<file path="src/rtl/seq_multiplier.sv">
// -----------------------------------------------------------------------------
// seq_multiplier
//   Sequential shift-and-add unsigned multiplier. Operands are captured on an
//   accepted start (IDLE only), one partial product is folded in per clock for
//   N clocks, then the 2N-bit product is registered together with a one-cycle
//   done pulse. The product holds until the next result or reset.
//
// Parameters
//   N             operand width in bits (N >= 2); product is 2N bits
//
// Ports
//   clk           system clock, rising edge
//   rst           asynchronous, active-high reset
//   start         request; sampled only in IDLE
//   multiplicand  operand A (unsigned), captured on accepted start
//   multiplier    operand B (unsigned), captured on accepted start
//   busy          high while iterating (exactly N cycles)
//   done          one-cycle pulse, product valid
//   product       A*B, held from done until the next result
// -----------------------------------------------------------------------------
module seq_multiplier #(
  parameter int unsigned N = 4
) (
  input  logic           clk,
  input  logic           rst,
  input  logic           start,
  input  logic [N-1:0]   multiplicand,
  input  logic [N-1:0]   multiplier,
  output logic           busy,
  output logic           done,
  output logic [2*N-1:0] product
);

  localparam int unsigned CW = $clog2(N) + 1;

  typedef enum logic [1:0] {
    S_IDLE,
    S_RUN,
    S_DONE
  } state_t;

  state_t         state_q, state_d;
  logic [N-1:0]   mcand_q, mcand_d;
  logic [N-1:0]   mplr_q,  mplr_d;
  logic [N:0]     acc_q,   acc_d;
  logic [CW-1:0]  count_q, count_d;
  logic           busy_q,  busy_d;
  logic           done_q,  done_d;
  logic [2*N-1:0] product_q, product_d;

  logic [N:0]     sum;
  logic [2*N:0]   shifted;

  always_comb begin
    state_d   = state_q;
    mcand_d   = mcand_q;
    mplr_d    = mplr_q;
    acc_d     = acc_q;
    count_d   = count_q;
    done_d    = 1'b0;
    product_d = product_q;

    // Partial product: carry out of the add lands in acc[N] and is shifted
    // down into the top of the low N bits on the same edge.
    if (mplr_q[0]) begin
      sum = {1'b0, acc_q[N-1:0]} + {1'b0, mcand_q};
    end else begin
      sum = acc_q;
    end
    shifted = {sum, mplr_q} >> 1;

    unique case (state_q)
      S_IDLE: begin
        if (start) begin
          mcand_d = multiplicand;
          mplr_d  = multiplier;
          acc_d   = '0;
          count_d = '0;
          state_d = S_RUN;
        end
      end
      S_RUN: begin
        {acc_d, mplr_d} = shifted;
        count_d         = count_q + 1'b1;
        if (count_q == CW'(N - 1)) begin
          state_d = S_DONE;
        end
      end
      S_DONE: begin
        product_d = {acc_q[N-1:0], mplr_q};
        done_d    = 1'b1;
        state_d   = S_IDLE;
      end
      default: begin
        state_d = S_IDLE;
      end
    endcase

    busy_d = (state_d == S_RUN);
  end

  always_ff @(posedge clk or posedge rst) begin
    if (rst) begin
      state_q   <= S_IDLE;
      mcand_q   <= '0;
      mplr_q    <= '0;
      acc_q     <= '0;
      count_q   <= '0;
      busy_q    <= 1'b0;
      done_q    <= 1'b0;
      product_q <= '0;
    end else begin
      state_q   <= state_d;
      mcand_q   <= mcand_d;
      mplr_q    <= mplr_d;
      acc_q     <= acc_d;
      count_q   <= count_d;
      busy_q    <= busy_d;
      done_q    <= done_d;
      product_q <= product_d;
    end
  end

  assign busy    = busy_q;
  assign done    = done_q;
  assign product = product_q;

endmodule

</file>
<file path="config.mk">
export PLATFORM = sky130hd
export DESIGN_NAME = seq_multiplier
export DESIGN_NICKNAME = d
export VERILOG_FILES = /design/src/rtl/seq_multiplier.sv
export SDC_FILE = /design/constraint.sdc
export NUM_CORES = 1
export LEC_CHECK = 0
export ABC_AREA = 1
export BUFFER_PORTS_ARGS = -buffer_cell sky130_fd_sc_hd__buf_4
export CORE_ASPECT_RATIO = 1.75
export CORE_MARGIN = 2
export CORE_UTILIZATION = 40
export CTS_CLUSTER_DIAMETER = 60
export DETAILED_ROUTE_END_ITERATION = 8
export GPL_TIMING_DRIVEN = 0
export HOLD_SLACK_MARGIN = 0.05
export PLACE_DENSITY = 0.7
export SETUP_SLACK_MARGIN = 0.1
export SLEW_MARGIN = 25
export SYNTH_ARGS = -nofsm -noshare
export SYNTH_HDL_FRONTEND = slang
export SYNTH_SLANG_ARGS = --single-unit
</file>
<file path="constraint.sdc">
create_clock -name clk -period 1.4 [get_ports clk]
set_input_delay 0.21 -clock clk [delete_from_list [all_inputs] [get_ports clk]]
set_output_delay 0.21 -clock clk [all_outputs]
set_load 0.02 [all_outputs]
</file>
==> summary by stage, run 1 <==
Drt
The first-iteration detailed-routing DRC count is 24. After detailed routing, the number of remaining DRC violations is 0. The via total after detailed routing is 1,032. The wire length per cell after detailed routing is 11.9 um. In this run the remaining antenna-violating nets after routing total 0. For this run, the detailed router's first-pass iteration total came to 4. The routed design has 2.48 mm of wire. The via density per instance is 4.96.

Floorplanning
Row generation in the floorplan step produced 27 rows. The number of I/O pins is 21. The die covers between 0.003 and 0.004 mm2. The die boundary width is approximately 47 um. Once the floorplan was initialized, standard cells occupied a little over 40% of the core. After floorplanning, the core was sized to cover between 0.003 and 0.004 mm2. The floorplan step set the die height to ~78 um.

CTS
The clock latency of the later-clocked register in the worst-skew pair is 0.27 ns. The CTS H-tree depth is 1. The clock passes through at most 2 buffers.

The number of CTS-inserted buffers is 3. The total clock sinks is 27. CTS placed an instance of sky130_fd_sc_hd__clkbuf_8 at the clock tree root. TritonCTS built the clock tree. The clock transition at the register clock pins on the worst setup and hold paths after CTS is roughly 0.1 ns.

Setup path
STA classifies the critical path endpoint as a register. The critical path in this run is classified as reg2reg. Along the worst path, the maximum fanout reaches 2.

STA classifies the critical path startpoint as a register. The worst-case register-to-register setup slack is -0.08 ns. The worst path required time is 1.57 ns. The critical path data arrival time is ~1.7 ns.

Power
IR analysis of the VDD net gives a maximum drop of between 0.9 and 1 mV. The cell area power density is between 2000 and 2500 mW/mm2. The completed layout was analyzed and its total power is around 3600 uW.

The leakage power figure is approximately 0.00079 uW.

Timing
The smallest setup slack after layout is -0.0823 ns. The final number of setup-violating endpoints is 2. Dividing the final minimum period by the clock period gives 106%.

Headroom to the max-slew limit came out at between 60% and 70%. The final count of hold timing violations is 0. The timing-limited maximum frequency is just under 700 MHz. The number of max-slew violations in the final report is 0.

The actual slew at the worst max-slew pin is about 0.55 ns. Setup repair after global routing could not meet its margin everywhere. Across the routed clock network, the largest skew measured is roughly 0.0075 ns. Subtracting the final worst setup slack from the clock period gives between 1 and 1.5 ns.

Yosys
The cell count after synthesis came out at 136. The number of library cell types mapped by synthesis is 22. The largest area contributor in the synthesized netlist is sky130_fd_sc_hd__dfrtp_1.

After synthesis the netlist holds a flip-flop and latch count of 27. The number of flops mapped to enable cells by yosys is 0. The number of nets in the synthesized netlist is roughly 150. The synthesized area per cell is 9.31 um2. Among all flip-flop cells after synthesis, the most frequent one is sky130_fd_sc_hd__dfrtp_1. The total number of yosys warnings is 0. The top cell type by area accounts for 53.4% of the synthesized area.

In the post-synthesis netlist, the biggest area contributors are sky130_fd_sc_hd__dfrtp_1 (53%), sky130_fd_sc_hd__nand2_1 (11%), sky130_fd_sc_hd__ha_1 (5.9%), sky130_fd_sc_hd__inv_1 (4.2%), sky130_fd_sc_hd__a21oi_1 (3.6%). Of all flip-flops after synthesis, the portion carrying an async set or reset was 100%. The post-synthesis cell area is 0.00127 mm2.

Sequential elements use 53.4% of the synthesized area.

Layout
Once layout is done, the placed cells without fillers occupy ~0.0016 mm2. At the end of the flow the core is filled with cells to around half. The number of nets at the end of the flow is ~180.

The final antenna diode count is 0. The share of final-layout standard cells stronger than drive strength 1 is between 30 and 40%. Fill cells in the final layout number roughly 290. The synthesis-to-finish area growth is 25.5%.

Min path
In this run the worst hold path is classified as in2reg.

Status
The run finished, with violations left. The final reports fail on negative setup slack.

GRT
The global routing met1 resource utilization is 19.4%. The number of global-route vias before repair was roughly 1.0k. The number of antenna violations at the first check in global routing is 0. The global-route usage over all layers is 16.3%. The global route total overflow is 0. The met2 global-route usage is a little over a quarter.

Entering global routing, the biggest net connects 28 pins. The most used routing layer is met2. The first global-routing pass estimated around 4.3 mm of wire.

In the global route stage, met3 resource usage came out at 2.07%.

Run
The number of maximum-capacitance violations is 0.

Placed design
Once placement finished, the instance area stood at roughly 0.0015 mm2. The routability congestion estimate from global placement is 0.766. Summed over all nets, the half-perimeter wirelength after detailed placement is ~1.9 mm. During placement, the flow inserted port buffers numbering 20.
worst max-delay path, cell delays in order, from the launching register on:
cell	delay (ns)
sky130_fd_sc_hd__dfrtp_1	0.40
sky130_fd_sc_hd__ha_2	0.21
sky130_fd_sc_hd__inv_2	0.04
sky130_fd_sc_hd__fa_2	0.52
sky130_fd_sc_hd__a21oi_2	0.05
sky130_fd_sc_hd__o21ai_1	0.08
sky130_fd_sc_hd__o21ai_1	0.08
report_power, final:
group / internal, uW / switching, uW / leakage, uW
Clock: 202 / 246 / 0.0000217
Sequential: 1110 / 254 / 0.000339
Combinational: 766 / 987 / 0.000434
Total: 2080 / 1490 / 0.000794
Yosys cell counts, types with 2 or more instances:
library cell and number:
sky130_fd_sc_hd__nand3_1 9, sky130_fd_sc_hd__ha_1 6, sky130_fd_sc_hd__o22ai_1 2, sky130_fd_sc_hd__a21oi_1 9, sky130_fd_sc_hd__o21ai_0 3, sky130_fd_sc_hd__inv_2 4, sky130_fd_sc_hd__dfrtp_1 27, sky130_fd_sc_hd__o21ai_1 9
sky130_fd_sc_hd__nand2_1 37, sky130_fd_sc_hd__nor2_1 3, sky130_fd_sc_hd__inv_1 14, sky130_fd_sc_hd__o21ai_2 3
area by class of cell:
| type | instances | area (um2) | area share [%] |
|---|---|---|---|
| sequential | 27 | 676 | 42.5 |
| timing repair buffer | 25 | 190 | 12.0 |
| clock inverter | 1 | 7.51 | 0.472 |
| inverter | 18 | 67.6 | 4.25 |
| tap | 43 | 53.8 | 3.39 |
| multi-input combinational | 89 | 534 | 33.6 |
| buffer | 2 | 18.8 | 1.18 |
| clock buffer | 3 | 41.3 | 2.60 |
cells in the final DEF (no fill, tap or decap), types with 2 or more instances in the layout:
master / count
sky130_fd_sc_hd__a21oi_1: 8
sky130_fd_sc_hd__a21oi_2: 2
sky130_fd_sc_hd__buf_4: 25
sky130_fd_sc_hd__clkbuf_8: 3
sky130_fd_sc_hd__dfrtp_1: 27
sky130_fd_sc_hd__ha_1: 4
sky130_fd_sc_hd__inv_1: 12
sky130_fd_sc_hd__inv_2: 6
sky130_fd_sc_hd__nand2_1: 37
sky130_fd_sc_hd__nand3_1: 8
sky130_fd_sc_hd__nor2_1: 3
sky130_fd_sc_hd__o21ai_0: 2
sky130_fd_sc_hd__o21ai_1: 9
sky130_fd_sc_hd__o21ai_2: 4
sky130_fd_sc_hd__o22ai_1: 2
repair_timing:
action / in CTS / in global routing
gates cloned: 0 / 0
setup buffers: 2 / 2
gates resized for setup: 5 / 3
setup endpoints to repair: 4 / 5
hold endpoints to repair: 0 / 27
hold buffers: 0 / 1
pin swaps: 1 / 2
sequential cells by signal, summed over array words and instances, names as in the netlist:
name,flops
mcand_q,4
count_q,3
done,1
product,8
busy,1
state_q,2
mplr_q,4
acc_q,4
layer usage:
metal	up-vias	share of wire [%]
met5	-	0
met4	0	4.3
met3	10	3.1
met2	26	55
met1	501	38
li1	495	-
cells by family after synthesis:
kind of cell / share of synthesized area [%]
simple gates: 18.9
compound gates: 12.7
flops: 53.4
buf+inv: 6.82
fa+ha+maj: 7.51
xor+xnor: 0.692
stage by stage:
stage / std cells / setup WS (ns) / setup TNS (ns) / hold slack, ns
CTS: 205 / -0.0828 / -0.0952 / 0.126
global route: 208 / -0.132 / -0.253 / 0.141
detailed placement: 199 / -0.105 / -0.291 / 0.409
finish: 208 / -0.0823 / -0.114 / 0.130
global placement: 199 / -0.0606 / -0.153 / 0.405
floorplan: 136 / 0.0743 / 0 / 0.263
path summary, 6_finish.rpt:
kind / startpoint / cells past startpoint / endpoint
max: mcand_q[0] / 6 / acc_q[0]
min: multiplicand[0] / 3 / mcand_q[0]
max reg2reg: mcand_q[0] / 6 / acc_q[0]
min reg2reg: count_q[0] / 1 / count_q[0]
max in group asynchronous: rst / 3 / mcand_q[1]
min in group asynchronous: rst / 3 / mplr_q[1]
(Power assumes the default switching activity.)
==> inputs of run 2 (changes only) <==
--- a/config.mk
+++ b/config.mk
@@ -6,15 +6,17 @@
 export NUM_CORES = 1
 export LEC_CHECK = 0
 export ABC_AREA = 1
-export BUFFER_PORTS_ARGS = -buffer_cell sky130_fd_sc_hd__buf_4
+export BUFFER_PORTS_ARGS = -buffer_cell sky130_fd_sc_hd__buf_2
+export CELL_PAD_IN_SITES_DETAIL_PLACEMENT = 2
+export CELL_PAD_IN_SITES_GLOBAL_PLACEMENT = 2
 export CORE_ASPECT_RATIO = 1.75
 export CORE_MARGIN = 2
-export CORE_UTILIZATION = 40
+export CORE_UTILIZATION = 30
 export CTS_CLUSTER_DIAMETER = 60
 export DETAILED_ROUTE_END_ITERATION = 8
 export GPL_TIMING_DRIVEN = 0
 export HOLD_SLACK_MARGIN = 0.05
-export PLACE_DENSITY = 0.7
+export PLACE_DENSITY = 0.81
 export SETUP_SLACK_MARGIN = 0.1
 export SLEW_MARGIN = 25
 export SYNTH_ARGS = -nofsm -noshare
==> summary by stage, run 2 (synthesized netlist as in run 1, its figures left out) <==
Power
The internal portion of total power is 2030 uW (-2.3%). The cell area power density is 2350 mW/mm2 (+4.5%). The power spent charging and discharging nets came to 1610 uW (+8.3%). The leakage power figure is 0.000775 uW (-2.4%). The maximum vdd ir drop came to 0.968 mV (+2.0%).

The post-route total power is 3640 uW (+2.1%). The fraction of power consumed by combinational cells is 49.9% (+0.8 points). The switching share of power came to 44.2% (+2.5 points). The clock network fraction of design power is 12.2% (-0.4 points). The relative contribution of sequential cells to total power is 37.9% (-0.4 points).

Timing
The portion of the clock cycle consumed by the worst path in the final layout came to 106% (-0.37 points). The final number of setup-violating endpoints was 2 (unchanged). The final count of hold timing violations is 0 (unchanged). The number of max-slew violations in the final report is 0 (unchanged). The shortest period the worst path allows came to 1.48 ns (-0.00515 ns). The actual slew at the worst max-slew pin came to 0.592 ns (+0.0377 ns). The worst-case headroom to the max-slew limit is 60.4% (-2.5 points). The clock skew is 0.00251 ns (-0.00496 ns). The timing-limited maximum frequency is 677 MHz (+0.35%). Setup repair after global routing could not meet its margin everywhere.

The final worst hold slack came to 0.130 ns (+0.000798 ns). The smallest setup slack after layout is -0.0771 ns (+0.00515 ns).

CTS
The clock latency of the later-clocked register in the worst-skew pair came to 0.27 ns (about the same). The number of CTS-inserted buffers was 3 (unchanged). The total clock sinks is 27 (unchanged). The largest buffer count on any clock path is 2 (unchanged).

The clock transition at the register clock pins on the worst setup and hold paths after CTS is 0.09 ns (about the same). The CTS H-tree depth was 1 (unchanged). The CTS tree is done. In this run the clock root is driven by a sky130_fd_sc_hd__clkbuf_8.

Setup path
Traced cell by cell, the critical path runs through ha_2 -> inv_2 -> fa_2 -> a21oi_2 -> o21ai_1 -> o21ai_1. The largest stage delay on the critical path came to 0.53 ns (about the same). On the critical path, the stage with the largest delay is an instance of sky130_fd_sc_hd__fa_2. The worst path required time is 1.56 ns (about the same). The maximum net fanout on the critical path is 2 (unchanged).

The most used cell along the critical path is sky130_fd_sc_hd__o21ai_1. The critical path data arrival time was 1.64 ns (about the same). The most critical setup path has its startpoint at mcand_q[0]. The worst setup path is captured at a register.

The startpoint identified for the worst register-to-register timing path is mcand_q[0]. The kind of critical path is reg2reg. STA classifies the critical path startpoint as a register.

Layout
The commonest non-fill, non-tap cell in the layout is sky130_fd_sc_hd__nand2_1. The count of filler cells inserted in the layout was 480 (+67%). The share of final-layout standard cells stronger than drive strength 1 is 31.3% (+0.99 points). The final antenna diode count came to 0 (unchanged). The number of nets at the end of the flow was 182 (-1.1%). The flip-flop count of the largest register after layout is 8 (unchanged).

The library cells used most frequently in the layout, excluding fill and tap cells, are sky130_fd_sc_hd__nand2_1 (36), sky130_fd_sc_hd__dfrtp_1 (25), sky130_fd_sc_hd__buf_2 (20). Relative to the synthesized area, the layout overhead comes to 22.6%.

Status
The run finished, with violations left. The checks that failed: negative setup slack.

GRT
The global route total overflow is 0 (unchanged). The most used routing layer is met2. The first-pass GRT wire length is 5.84 mm (+36%). The met2 global-route usage came to 31.6% (+4.9 points).

The global routing met1 resource utilization came to 17.7% (-1.6 points). The global-route usage over all layers is 16.6% (+0.30 points). The number of antenna violations at the first check in global routing came to 0 (unchanged). The met3 layer usage reported by global route is 1.50% (-0.57 points). The maximum number of pins on one net before global-route repair is 28 (unchanged). The number of global-route vias before repair is 1,198 (+19%).

Min path
The hold path startpoint is multiplicand[0]. The worst hold path belongs to the class in2reg.

Drt
The total length of routed wires was 3.48 mm (+40%). The wire length per cell after detailed routing is 16.4 um (+38%). The iteration count of the initial detailed-routing pass was 2 (-2). The remaining antenna violation count after routing came to 0 (unchanged). The via density per instance was 4.88 (-1.6%). The DRC violations left is 0 (unchanged). The via total after detailed routing is 1,035 (+0.29%). The first-iteration detailed-routing DRC count is 25 (+4.2%).

Floorplanning
The number of I/O pins came to 21 (unchanged). The row count is 31 (+15%). The initial core utilization is 30.8% (-10 points). The overall die area is 0.00478 mm2 (+31%). The height of the chip is 89.9 um (+15%).

The core outline area is 0.00411 mm2 (+34%). The die boundary width was 53.1 um (+14%).

Placed design
The HPWL after detailed placement is 2.63 mm (+39%). The count of input and output buffers was 20 (unchanged). The routability congestion estimate from global placement is 0.804 (+4.9%). The placement-stage worst setup slack is -0.132 ns (-0.0269 ns).

Run
The number of maximum-capacitance violations is 0 (unchanged).
run 2: layout make-up:
type,count,area [um2],area share [%]
Sequential cell,27,678,43.7
Tap cell,49,61.3,3.95
Clock buffer,4,45.0,2.90
Timing Repair Buffer,23,138,8.86
Inverter,18,70.1,4.51
Multi-Input combinational cell,89,542,34.9
Buffer,2,18.8,1.21
run 2: worst max-delay path: cells and delay by family (launching register included):
kind	cells	cell delay (ns)
buf+inv	1	0.04
compound gates	3	0.20
flops	1	0.38
fa+ha+maj	2	0.74
run 2: layer usage:
metal  part of all wire, %  vias to the layer above
li1                      -                      491
met1                    37                      530
met2                    60                       12
met3                   2.0                        2
met4                  0.83                        0
met5                     0                        -
run 2: final timing paths:
path,end,slack [ns],cells past startpoint
max,acc_q[0],-0.08,6
min,mcand_q[0],0.13,3
max reg2reg,acc_q[0],-0.08,6
min reg2reg,product[3],0.48,2
max in group asynchronous,state_q[1],0.44,3
min in group asynchronous,mcand_q[0],0.54,3
run 2: repair_timing:
action                                  CTS  global route
hold buffers                              0             1
buffers inserted                          1             1
hold endpoints to repair                  0            27
pin swaps                                 2             2
endpoints found under the setup margin    5            12
resized for setup                         6             8
run 2: metrics by stage:
step | instances | TNS [ns] | utilization [%] | instance area [um2]
finish | 212 | -0.140 | 37.8 | 1550
global route | 212 | -0.314 | 37.8 | 1550
CTS | 210 | -0.150 | 36.5 | 1500
detailed placement | 205 | -0.394 | 34.7 | 1430
global placement | 205 | -0.214 | 34.7 | 1430
floorplan | 136 | 0 | - | 1270
run 2: power by group through the flow:
stage / registers, uW / logic [uW] / clock network, uW
final: 1380 / 1820 / 445
after global routing: 1430 / 2050 / 487
after CTS: 1370 / 1760 / 459
after detailed placement: 1380 / 1660 / 0
after global placement: 1350 / 1520 / 0
after floorplan: 1430 / 1060 / 0
==> inputs of run 3 (changes only) <==
--- a/config.mk
+++ b/config.mk
@@ -7,16 +7,16 @@
 export LEC_CHECK = 0
 export ABC_AREA = 1
 export BUFFER_PORTS_ARGS = -buffer_cell sky130_fd_sc_hd__buf_2
-export CELL_PAD_IN_SITES_DETAIL_PLACEMENT = 2
-export CELL_PAD_IN_SITES_GLOBAL_PLACEMENT = 2
+export CELL_PAD_IN_SITES_DETAIL_PLACEMENT = 1
+export CELL_PAD_IN_SITES_GLOBAL_PLACEMENT = 1
 export CORE_ASPECT_RATIO = 1.75
 export CORE_MARGIN = 2
-export CORE_UTILIZATION = 30
+export CORE_UTILIZATION = 37
 export CTS_CLUSTER_DIAMETER = 60
 export DETAILED_ROUTE_END_ITERATION = 8
 export GPL_TIMING_DRIVEN = 0
 export HOLD_SLACK_MARGIN = 0.05
-export PLACE_DENSITY = 0.81
+export PLACE_DENSITY_LB_ADDON = 0.1
 export SETUP_SLACK_MARGIN = 0.1
 export SLEW_MARGIN = 25
 export SYNTH_ARGS = -nofsm -noshare
==> summary by stage, run 3 (synthesized netlist as in run 1, its figures left out) <==
Power
The internal portion of total power is 2140 uW (+5.1%). The clock network fraction of design power was 12.2% (about the same). The switching share of power is 43.2% (-1.0 points). The relative contribution of sequential cells to total power came to 36.9% (-1.0 points). The maximum vdd ir drop is 1.05 mV (+8.7%). The fraction of power consumed by combinational cells is 50.9% (+1.0 points). The power spent charging and discharging nets came to 1620 uW (+0.84%). The leakage power figure is 0.000811 uW (+4.6%). The cell area power density is 2320 mW/mm2 (-1.0%).

Floorplanning
The row count came to 28 (-9.7%). The die boundary width is 48.2 um (-9.2%). The height of the chip is 81.4 um (-9.5%). The initial core utilization is 38.0% (+7.2 points). The number of I/O pins is 21 (unchanged). The overall die area is 0.00392 mm2 (-18%). The core outline area was 0.00333 mm2 (-19%).

Drt
The wire length per cell after detailed routing is 13.9 um (-15%). The remaining antenna violation count after routing is 0 (unchanged). The via density per instance is 4.79 (-1.8%).

The DRC violations left was 0 (unchanged). The via total after detailed routing is 1,021 (-1.4%). The iteration count of the initial detailed-routing pass is 3 (+1). The first-iteration detailed-routing DRC count is 16 (-36%).

The total length of routed wires is 2.97 mm (-15%).

CTS
The largest buffer count on any clock path was 2 (unchanged). The clock transition at the register clock pins on the worst setup and hold paths after CTS is 0.10 ns (about the same). The CTS H-tree depth is 1 (unchanged). The CTS tree is done. The total clock sinks came to 27 (unchanged). The number of CTS-inserted buffers is 3 (unchanged).

The clock latency of the later-clocked register in the worst-skew pair is 0.27 ns (about the same). The CTS root buffer is sky130_fd_sc_hd__clkbuf_8.

Status
The flow ran to the end, but the final reports show violations. The final reports fail on negative setup slack.

Timing
The shortest period the worst path allows is 1.47 ns (-0.00549 ns). The setup TNS is -0.100 ns (+0.0395 ns). The final number of setup-violating endpoints is 3 (+1). The final worst hold slack was 0.134 ns (+0.00402 ns). The worst-case headroom to the max-slew limit is 62.1% (+1.7 points). The actual slew at the worst max-slew pin is 0.567 ns (-0.0249 ns).

The portion of the clock cycle consumed by the worst path in the final layout is 105% (-0.39 points). The final count of hold timing violations came to 0 (unchanged). The clock skew is 0.00516 ns (+0.00266 ns). The timing-limited maximum frequency is 680 MHz (+0.37%).

Setup repair after global routing could not meet its margin everywhere. The number of max-slew violations in the final report came to 0 (unchanged). The smallest setup slack after layout is -0.0716 ns (+0.00549 ns).

Layout
In the layout the commonest cells are sky130_fd_sc_hd__nand2_1 (37), sky130_fd_sc_hd__dfrtp_1 (27), sky130_fd_sc_hd__buf_2 (20). The number of nets at the end of the flow came to 187 (+2.7%). The area occupied by registers is 676 um2 (-0.37%). The count of filler cells inserted in the layout came to 411 (-14%). The area used by multi-input combinational logic is 571 um2 (+5.3%).

The flip-flop count of the largest register after layout came to 8 (unchanged). From synthesis to final layout, the design area changed by 27.9%. The utilization of the core after routing came to 48.6% (+11 points). The share of final-layout standard cells stronger than drive strength 1 is 32.1% (+0.85 points). Leaving out fill and tap cells, the most frequent cell in the layout is sky130_fd_sc_hd__nand2_1. The final antenna diode count is 0 (unchanged).

GRT
The global route total overflow was 0 (unchanged). The first-pass GRT wire length was 4.85 mm (-17%). The global-route usage over all layers is 17.1% (+0.55 points). The number of global-route vias before repair was 1,076 (-10%). The maximum number of pins on one net before global-route repair came to 28 (unchanged).

The number of antenna violations at the first check in global routing is 0 (unchanged).

Setup path
The critical path data arrival time came to 1.64 ns (about the same). The critical path startpoint category is a register. The kind of critical path is reg2reg.

The worst path required time is 1.57 ns (about the same). The maximum net fanout on the critical path was 2 (unchanged). The endpoint class of the critical path is a register. The worst-case register-to-register setup slack is -0.07 ns (about the same).

Placed design
The routability congestion estimate from global placement is 0.806 (+0.24%). The HPWL after detailed placement came to 2.16 mm (-18%). The count of input and output buffers is 20 (unchanged).

Min path
The path category of the worst min-delay check is in2reg.

Run
The number of maximum-capacitance violations is 0 (unchanged).
==> run 3: changes by cell type in the layout (fill, tap and decap cells not counted), sizes merged <==
cell	delta
buf	+5
clkinvlp	+1
clkbuf	-1
==> run 3: final cells by class <==
class / instances / area share (%)
Tap cell: 45 / 3.48
Sequential cell: 27 / 41.7
Timing Repair Buffer: 28 / 11.1
Buffer: 2 / 1.16
Multi-Input combinational cell: 89 / 35.2
Clock inverter: 1 / 0.464
Inverter: 18 / 4.33
Clock buffer: 3 / 2.55
==> run 3: timing repair <==
item / in CTS / in global routing
setup endpoints to repair: 4 / 12
gates resized for setup: 6 / 8
hold endpoints to repair: 0 / 27
setup buffers: 1 / 6
hold buffers: 0 / 1
pin swaps: 2 / 6
==> run 3: path summary, 6_finish.rpt <==
path | startpoint | endpoint | cells after the start
worst max-delay path | mcand_q[0] | acc_q[0] | 6
worst min-delay path | multiplicand[3] | mcand_q[3] | 3
worst max register to register | mcand_q[0] | acc_q[0] | 6
worst min register to register | product[6] | product[6] | 2
max in group asynchronous | rst | acc_q[3] | 3
min in group asynchronous | rst | product[2] | 3
==> run 3: metal layers <==
layer | wire [um] | GRT usage (%) | share of wire, %
met3 | 53 | 2.22 | 1.8
met1 | 1180 | 20.3 | 40
met4 | 91 | 7.03 | 3.1
met2 | 1650 | 29.2 | 55
met5 | 0 | 0 | 0
==> run 3: stage by stage <==
| stage | total power (uW) | area [um2] | std cells | worst slack [ns] |
|---|---|---|---|---|
| after floorplan | 2490 | 1270 | 136 | 0.0743 |
| after global placement | 2870 | 1420 | 201 | -0.0357 |
| after detailed placement | 2960 | 1420 | 201 | -0.0882 |
| after CTS | 3520 | 1500 | 206 | -0.0678 |
| after global routing | 4120 | 1620 | 213 | -0.145 |
| final | 3760 | 1620 | 213 | -0.0716 |
==> run 3: power groups by stage <==
stage / Sequential [uW] / Combinational, uW / Clock, uW
5_1_grt: 1430 / 2190 / 496
2_1_floorplan: 1430 / 1060 / 0
3_3_place_gp: 1360 / 1520 / 0
3_5_place_dp: 1370 / 1590 / 0
6_report: 1390 / 1910 / 458
4_1_cts: 1370 / 1680 / 470
==> run 3: critical path: stages (launching register included) <==
cell                      delay, ns
sky130_fd_sc_hd__dfrtp_1       0.41
sky130_fd_sc_hd__ha_4          0.17
sky130_fd_sc_hd__inv_2         0.04
sky130_fd_sc_hd__fa_2          0.52
sky130_fd_sc_hd__a21oi_1       0.06
sky130_fd_sc_hd__o21ai_1       0.09
sky130_fd_sc_hd__o21ai_1       0.09
